`config.mk`:
```
export PLATFORM = sky130hd
export DESIGN_NAME = demux_striping_n_flat
export DESIGN_NICKNAME = d
export VERILOG_FILES = /design/src/rtl/demux_striping_n_if.sv /design/src/rtl/demux_striping_n.sv /design/src/flat_wrapper.sv
export SDC_FILE = /design/constraint.sdc
export NUM_CORES = 1
export LEC_CHECK = 0
export CORE_MARGIN = 2
export CORE_UTILIZATION = 45
export DETAILED_ROUTE_END_ITERATION = 8
export HOLD_SLACK_MARGIN = 0.02
export SLEW_MARGIN = 15
export SYNTH_ARGS = -nofsm -noshare
export SYNTH_HDL_FRONTEND = slang
export SYNTH_SLANG_ARGS = --single-unit
```
`constraint.sdc`:
```
create_clock -name clk_f -period 6.1 [get_ports clk_f]
set_input_delay 0.915 -clock clk_f [delete_from_list [all_inputs] [get_ports clk_f]]
set_output_delay 0.915 -clock clk_f [all_outputs]
set_load 0.03 [all_outputs]
```
`src/rtl/demux_striping_n_if.sv`:
```
// Stream bundle for demux_striping_n: one valid/ready word stream in,
// NUM_LANES lane streams out, plus lane pointer and accepted-word counter.
interface demux_striping_n_if #(
  parameter int WIDTH     = 32,
  parameter int NUM_LANES = 4
);
  localparam int LW = $clog2(NUM_LANES);

  logic [WIDTH-1:0]           data_in;
  logic                       valid_in;
  logic                       ready_out;
  logic [NUM_LANES*WIDTH-1:0] data_out;
  logic [NUM_LANES-1:0]       valid_out;
  logic [NUM_LANES-1:0]       ready_in;
  logic [LW-1:0]              lane_ptr;
  logic [15:0]                word_cnt;

  modport master (
    output data_in, valid_in, ready_in,
    input  ready_out, data_out, valid_out, lane_ptr, word_cnt
  );

  modport slave (
    input  data_in, valid_in, ready_in,
    output ready_out, data_out, valid_out, lane_ptr, word_cnt
  );
endinterface

```
`src/rtl/demux_striping_n.sv`:
```
// Round-robin word striper: each accepted word goes to lane lane_ptr, and every
// lane has its own first-word-fall-through FIFO with a registered head word.
module demux_striping_n #(
  parameter int WIDTH         = 32,
  parameter int NUM_LANES     = 4,
  parameter int FIFO_DEPTH    = 4,
  parameter bit ALIGN_ON_IDLE = 1'b1
) (
  input logic                clk_f,
  input logic                reset,
  demux_striping_n_if.slave  bus
);
  localparam int LW = $clog2(NUM_LANES);
  localparam int PW = $clog2(FIFO_DEPTH);
  localparam int CW = $clog2(FIFO_DEPTH + 1);
  localparam logic [LW-1:0] LAST_LANE = LW'(NUM_LANES - 1);
  localparam logic [CW-1:0] FULL_CNT  = CW'(FIFO_DEPTH);

  logic [LW-1:0]    lane_ptr_q, lane_ptr_d;
  logic [15:0]      word_cnt_q, word_cnt_d;
  logic             rdy_en_q, rdy_en_d;
  logic [PW-1:0]    wr_ptr_q [NUM_LANES];
  logic [PW-1:0]    wr_ptr_d [NUM_LANES];
  logic [PW-1:0]    rd_ptr_q [NUM_LANES];
  logic [PW-1:0]    rd_ptr_d [NUM_LANES];
  logic [CW-1:0]    cnt_q    [NUM_LANES];
  logic [CW-1:0]    cnt_d    [NUM_LANES];
  logic [WIDTH-1:0] head_q   [NUM_LANES];
  logic [WIDTH-1:0] head_d   [NUM_LANES];
  logic [WIDTH-1:0] mem_q    [NUM_LANES][FIFO_DEPTH];
  logic [WIDTH-1:0] mem_d    [NUM_LANES][FIFO_DEPTH];

  logic                       accept;
  logic [NUM_LANES-1:0]       full;
  logic [NUM_LANES-1:0]       push;
  logic [NUM_LANES-1:0]       pop;
  logic [NUM_LANES-1:0]       valid_out_w;
  logic [NUM_LANES*WIDTH-1:0] data_out_w;

  // Fullness is judged on registered counts only, so a same-cycle pop never
  // opens ready_out; that keeps ready_in off any path into ready_out.
  always_comb begin
    for (int k = 0; k < NUM_LANES; k++) begin
      full[k] = (cnt_q[k] == FULL_CNT);
    end
  end

  assign bus.ready_out = rdy_en_q & ~full[lane_ptr_q];
  assign accept        = bus.valid_in & bus.ready_out;

  always_comb begin
    lane_ptr_d = lane_ptr_q;
    word_cnt_d = word_cnt_q;
    rdy_en_d   = 1'b1;
    if (accept) begin
      lane_ptr_d = (lane_ptr_q == LAST_LANE) ? '0 : lane_ptr_q + LW'(1);
      word_cnt_d = word_cnt_q + 16'd1;
    end else if (!bus.valid_in && ALIGN_ON_IDLE) begin
      lane_ptr_d = '0;
    end
  end

  // Head is re-read from the post-write memory image, so a word pushed into an
  // empty (or emptying) lane becomes the head on the same edge.
  always_comb begin
    mem_d = mem_q;
    for (int k = 0; k < NUM_LANES; k++) begin
      push[k]     = accept && (lane_ptr_q == LW'(k));
      pop[k]      = bus.ready_in[k] && (cnt_q[k] != '0);
      wr_ptr_d[k] = wr_ptr_q[k] + PW'(push[k]);
      rd_ptr_d[k] = rd_ptr_q[k] + PW'(pop[k]);
      cnt_d[k]    = cnt_q[k] + CW'(push[k]) - CW'(pop[k]);
      head_d[k]   = head_q[k];
      if (push[k]) begin
        mem_d[k][wr_ptr_q[k]] = bus.data_in;
      end
      if (cnt_d[k] != '0) begin
        head_d[k] = mem_d[k][rd_ptr_d[k]];
      end
    end
  end

  always_ff @(posedge clk_f or posedge reset) begin
    if (reset) begin
      lane_ptr_q <= '0;
      word_cnt_q <= '0;
      rdy_en_q   <= 1'b0;
      for (int k = 0; k < NUM_LANES; k++) begin
        wr_ptr_q[k] <= '0;
        rd_ptr_q[k] <= '0;
        cnt_q[k]    <= '0;
        head_q[k]   <= '0;
      end
    end else begin
      lane_ptr_q <= lane_ptr_d;
      word_cnt_q <= word_cnt_d;
      rdy_en_q   <= rdy_en_d;
      for (int k = 0; k < NUM_LANES; k++) begin
        wr_ptr_q[k] <= wr_ptr_d[k];
        rd_ptr_q[k] <= rd_ptr_d[k];
        cnt_q[k]    <= cnt_d[k];
        head_q[k]   <= head_d[k];
      end
    end
  end

  always_ff @(posedge clk_f) begin
    mem_q <= mem_d;
  end

  always_comb begin
    valid_out_w = '0;
    data_out_w  = '0;
    for (int k = 0; k < NUM_LANES; k++) begin
      valid_out_w[k]                = (cnt_q[k] != '0);
      data_out_w[k*WIDTH +: WIDTH] = head_q[k];
    end
  end

  assign bus.valid_out = valid_out_w;
  assign bus.data_out  = data_out_w;
  assign bus.lane_ptr  = lane_ptr_q;
  assign bus.word_cnt  = word_cnt_q;

endmodule

```
`src/flat_wrapper.sv`:
```
// flat-port wrapper written by rule: the top's interface ports become plain ports
module demux_striping_n_flat 
#(
  parameter int WIDTH         = 32,
  parameter int NUM_LANES     = 4,
  parameter int FIFO_DEPTH    = 4,
  parameter bit ALIGN_ON_IDLE = 1'b1
)
  (clk_f, reset, bus_data_in, bus_valid_in, bus_ready_in, bus_ready_out, bus_data_out, bus_valid_out, bus_lane_ptr, bus_word_cnt);
  demux_striping_n_if #(.WIDTH(WIDTH), .NUM_LANES(NUM_LANES)) bus_i ();
  input logic clk_f;
  input logic reset;
  input wire logic [$bits(bus_i.data_in)-1:0] bus_data_in;
  input wire logic [$bits(bus_i.valid_in)-1:0] bus_valid_in;
  input wire logic [$bits(bus_i.ready_in)-1:0] bus_ready_in;
  output wire logic [$bits(bus_i.ready_out)-1:0] bus_ready_out;
  output wire logic [$bits(bus_i.data_out)-1:0] bus_data_out;
  output wire logic [$bits(bus_i.valid_out)-1:0] bus_valid_out;
  output wire logic [$bits(bus_i.lane_ptr)-1:0] bus_lane_ptr;
  output wire logic [$bits(bus_i.word_cnt)-1:0] bus_word_cnt;
  assign bus_i.data_in = bus_data_in;
  assign bus_i.valid_in = bus_valid_in;
  assign bus_i.ready_in = bus_ready_in;
  assign bus_ready_out = bus_i.ready_out;
  assign bus_data_out = bus_i.data_out;
  assign bus_valid_out = bus_i.valid_out;
  assign bus_lane_ptr = bus_i.lane_ptr;
  assign bus_word_cnt = bus_i.word_cnt;
  demux_striping_n #(.WIDTH(WIDTH), .NUM_LANES(NUM_LANES), .FIFO_DEPTH(FIFO_DEPTH), .ALIGN_ON_IDLE(ALIGN_ON_IDLE)) u_core (.clk_f(clk_f), .reset(reset), .bus(bus_i));
endmodule
```
### Yosys cells after proc, flatten, opt, wreduce, memory -nomap -nowiden

Index checks and enable logic that the tools add are counted.

* register bits after elaboration: 687
* input port bits: 39
* output and inout bits: 151
* logic and storage cells: 139

* $add $sub $neg: 18
* order comparisons: 13
* eq/ne operators: 8
* multiplexer cells: 33
* bitwise operators: 11
* reductions and logical operators: 21

Operators by type and width (count)
* bitwise mux 128 bit: 4
* 2-to-1 mux 128 bit: 4
* 2-to-1 mux 32 bit: 12
* binary-select mux 32 bit (select 2 bit): 4
* demux 32 bit (select 2 bit): 4
* >= comparator 3 bit, second input constant: 8
* NOT 2 -> 3 bit: 8
* nonzero test 3 bit: 8
* adder 16 x 1 -> 16 bit, second input constant: 1
* adder 2 x 1 -> 2 bit: 8
* adder 3 x 1 -> 3 bit: 4
* equality test 3 bit, second input constant: 4
* logical AND 1 bit: 12
* < comparator 3 x 1 -> 1 bit, second input constant: 4
* subtractor 3 x 1 -> 3 bit: 4
* 2-to-1 mux 2 bit: 3
* equality test 2 bit, second input constant: 2
* < comparator 2 x 3 -> 1 bit, second input constant: 1
* adder 2 x 1 -> 2 bit, second input constant: 1
* AND 1 bit: 2
* binary-select mux 1 bit (select 2 bit): 1
* equality test 2 x 1 -> 1 bit, second input constant: 1
* logical NOT 2 bit: 1
* inequality test 2 x 1 -> 1 bit, second input constant: 1
* 2 further kinds: 2

### Longest topological paths before layout

* depth in word-level cells: 11
* depth in mapped cells: 17
* depth with buffers taken out: 13

### Least setup slack after synthesis

OpenSTA, ideal clock, no wires.

* path kind: reg2reg
* from: reg u_core.lane_ptr_q[0], in the netlist u_core.bus.lane_ptr[0]
* to: reg u_core.head_q, in the netlist u_core.bus.data_out[0]
* data arrival time: 3888 ps
* required time: 6004 ps
* slack: 2116 ps
* stages on the path, launching flop included: 16
* period minus slack after synthesis: 3984 ps
* cells stage by stage: dfrtp_1 > or4b_4 > nand3_1 > a21oi_1 > clkbuf_1 > and2_1 > ha_1 > fa_1 > xor2_1 > xnor2_1 > or3_1 > clkbuf_1 > clkbuf_1 > clkbuf_1 > nor2_1 > o32ai_2

RTL lines
* from (decl): RTL line demux_striping_n.sv:19 `logic [LW-1:0] lane_ptr_q, lane_ptr_d;`
* from (signal assigned): RTL line demux_striping_n.sv:95 `lane_ptr_q <= lane_ptr_d;`
* to (signal, indexed assignment): RTL line demux_striping_n.sv:102 `head_q[k] <= head_d[k];`
* to (decl): RTL line demux_striping_n.sv:28 `logic [WIDTH-1:0] head_q [NUM_LANES];`

==> impl_metrics.py <==
metrics = {
    "floorplan": {
        "die_h_um": 258,
        "die_width_um": 258,
        "ios": 190,
        "start_util_pct": 45.3,
        "rows": 93,
        "core_area_um2": 64100,
        "dieArea_um2": 66600,
    },
    "cts": {
        "clk_latency_ns": 0.62,
        "clk_path_buf_depth": 3,
        "hold_buffers": 0,
        "clkSinkCount": 687,
        "cts_tree": "built",
        "cts_setup_buffers": 0,
        "cts-resized-gates": 0,
        "cts_root_buf": "clkbuf_16",
        "h-tree-depth": 3,
        "cts-buffers-inserted": 74,
        "clk_pin_slew_worst_paths_ns": 0.06,
    },
    "synthesis": {
        "synth-simple-area-share_pct": 8.74,
        "syn_area_um2": 29100,
        "ys.warnings.count": 0,
        "synth_top_area_share_pct": 35.3,
        "synth_top_family_by_area": "multiplexers",
        "ys_seq_elements": 687,
        "synth_cells": 2632,
        "ys_async_sr_fraction_pct": 25.5,
        "synth_cell_types": 63,
        "ys.flop_type": "dfxtp_1",
        "synthesis.nets": 2696,
        "synth_compound_area_share_pct": 15.5,
        "netlist_top_cells_area": "dfxtp_1 35%, mux2_2 18%, dfrtp_1 15%",
        "synth-edff-count": 0,
        "synthAdderAreaFrac_pct": 1.18,
        "synth_mux_area_share_pct": 18.7,
        "synthXorXnorAreaFrac_pct": 1.06,
        "yosysSeqAreaShare_pct": 50.3,
        "synth_top_cell_by_area": "dfxtp_1",
        "syn_avg_cell_area_um2": 11.0,
    },
    "setup_path": {
        "r2r_start": "u_core.bus.lane_ptr[0]",
        "crit_required_ns": 6.56,
        "crit_path_end_kind": "flip-flop",
        "ff2ff_path_depth": 14,
        "rrSetupSlack_ns": 1.09,
        "worstSetupStartpoint": "u_core.bus.lane_ptr[0]",
        "critical_path_class": "reg -> reg",
        "reg2reg_to": "u_core.bus.data_out[21]",
        "critical_path.max_fanout": 51,
        "critPathLaunchType": "flip-flop",
        "crit_arrival_ns": 5.48,
        "crit_end": "u_core.bus.data_out[21]",
    },
    "timing": {
        "fin_setup_tns_ns": 0,
        "rsz0062_at_grt": "false",
        "tightest_slew_ns": 1.19,
        "setup_viol": 0,
        "period_needed_ns": 5.01,
        "period_share_pct": 82.2,
        "relSlewSlack_pct": 20.5,
        "fmax_mhz": 199,
        "finalMaxSlewViolations": 0,
        "skew_ns": 0.0245,
        "hold_violations": 0,
    },
    "detailed_routing": {
        "drt_wl_total_um": 86900,
        "vias": 21400,
        "drt-wirelength-per-cell_um": 24.0,
        "drtAntennaViolNets": 0,
        "first_iter_violations": 1337,
        "vias_per_cell": 5.90,
        "drtPass1Iterations": 5,
        "post-route-drc-count": 0,
    },
    "global_route": {
        "antenna_found_initial": 0,
        "grt_pass1_wl_um": 132000,
        "grt_max_degree": 92,
        "grt_usage_pct": 25.7,
        "first_global_vias": 22000,
        "gr-total-overflow": 0,
    },
    "placed_design": {
        "dpl.cell_count": 3486,
        "portBuffers": 189,
        "dpl.hpwl_um": 52500,
        "gp_congestion": 0.806,
    },
    "layout": {
        "instances_no_fill": 3622,
        "drive_above_1_share_pct": 26.9,
        "antenna_cells": 0,
        "finalNetCount": 2771,
        "area_delta_synth_final_pct": 17.6,
    },
    "job": {
        "maxCapViolCount": 0,
    },
    "power_and_ir_drop": {
        "p_per_area_nw_per_um2": 649,
        "power_leakage_nw": 13.9,
        "peakVddDrop_v": 0.000405,
    },
    "worst_hold_path": {
        "hp-class": "reg -> reg",
    },
    "run_status": {
        "outcome": "finished, final reports clean",
    },
}
worst min-delay path by stage:
stage	startpoint	cells after the start	endpoint
2_1_floorplan	u_core.mem_q[480]	2	u_core.mem_q[480]
3_3_place_gp	u_core.mem_q[510]	2	u_core.mem_q[510]
3_5_place_dp	u_core.mem_q[483]	2	u_core.mem_q[483]
4_1_cts	u_core.mem_q[483]	2	u_core.mem_q[483]
5_1_grt	u_core.mem_q[483]	2	u_core.mem_q[483]
6_report	u_core.mem_q[483]	2	u_core.mem_q[483]
kinds of logic after synthesis:
logic type,count (synthesis)
AOI/OAI and AO/OA,563
xor gates and xnor gates,32
adders and majority gates,25
buffers and inverters,309
DFF,687
muxes,482
other,1
and+or+nand+nor,533
Yosys cell counts, drive strengths merged, types with 2 or more instances:
library cell / number
a21boi: 3
a21oi: 4
and2: 10
and3: 6
and4: 4
buf: 68
clkbuf: 182
dfrtp: 175
dfxtp: 512
fa: 4
ha: 21
inv: 59
mux2: 482
nand2: 210
nand2b: 4
nand3: 12
nand3b: 3
nand4: 6
nand4b: 2
nand4bb: 2
nor2: 142
nor2b: 37
nor3: 8
nor3b: 2
nor4: 2
o211ai: 97
o21a: 65
o21ai: 133
o221ai: 128
o22ai: 64
o32ai: 64
o41ai: 2
or2: 2
or3: 39
or4: 36
or4b: 3
xnor2: 10
xor2: 20
power by group:
| group | leakage, nW | internal, mW | total (mW) | switching [mW] |
|---|---|---|---|---|
| Sequential | 6.41 | 6.18 | 7.18 | 1.00 |
| Clock | 1.26 | 2.82 | 4.68 | 1.86 |
| Combinational | 6.20 | 4.22 | 10.3 | 6.09 |
| Total | 13.9 | 13.2 | 22.2 | 8.96 |
cell usage in the layout, fill, tap and decap left out, drive strengths merged, types with 97 or more instances in the layout:
master	n
dfxtp	512
mux2	482
nor2	142
clkdlybuf4s50	189
o21ai	133
o221ai	128
clkbuf	116
o211ai	97
nand2	210
dfrtp	175
routing by layer:
layer | vias to the layer above | global-route usage, % | wire length (um)
li1 | 9738 | - | -
met1 | 10900 | 33.1 | 38000
met2 | 571 | 43.4 | 42200
met3 | 147 | 3.67 | 3940
met4 | 0 | 10.3 | 2740
met5 | - | 0 | 0
layout make-up:
class	instances	area (um^2)
multi-input combinational	1636	13400
clock buffer	116	2260
inverter	59	229
fill	5537	29900
timing repair buffer	249	2340
clock inverter	20	295
sequential	687	14600
tap	855	1070
metrics by stage:
step	hold WS, ns	area, um^2	setup WS (ns)	power (mW)	utilization [%]
6_report	0.437	34200	1.09	22.2	53.3
2_1_floorplan	0.416	29100	0.440	14.0	-
4_1_cts	0.440	34200	1.10	22.2	53.3
5_1_grt	0.456	34200	0.765	23.4	53.3
3_3_place_gp	0.425	31600	0.915	17.1	49.3
3_5_place_dp	0.430	31600	0.650	17.5	49.3
sequential cells by signal (all words and copies together), names as in the netlist:
| name | flops |
|---|---|
| u_core.mem_q | 512 |
| u_core.bus.lane_ptr | 2 |
| u_core.wr_ptr_q | 8 |
| u_core.rdy_en_q | 1 |
| u_core.bus.word_cnt | 16 |
| u_core.rd_ptr_q | 8 |
| u_core.cnt_q | 12 |
| u_core.bus.data_out | 128 |
worst max-delay path, stage by stage, from the launching register on:
cell	delay, ns
dfrtp_1	0.53
or4b_4	0.65
nand3_1	0.27
a21oi_1	0.20
buf_4	0.22
and2_1	0.18
ha_1	0.20
fa_1	0.41
xor2_1	0.16
xnor2_1	0.26
or3_2	0.69
buf_4	0.55
o21ai_0	0.19
o32ai_1	0.22
o32ai_2	0.13
Power figures use the tool's default switching activity.
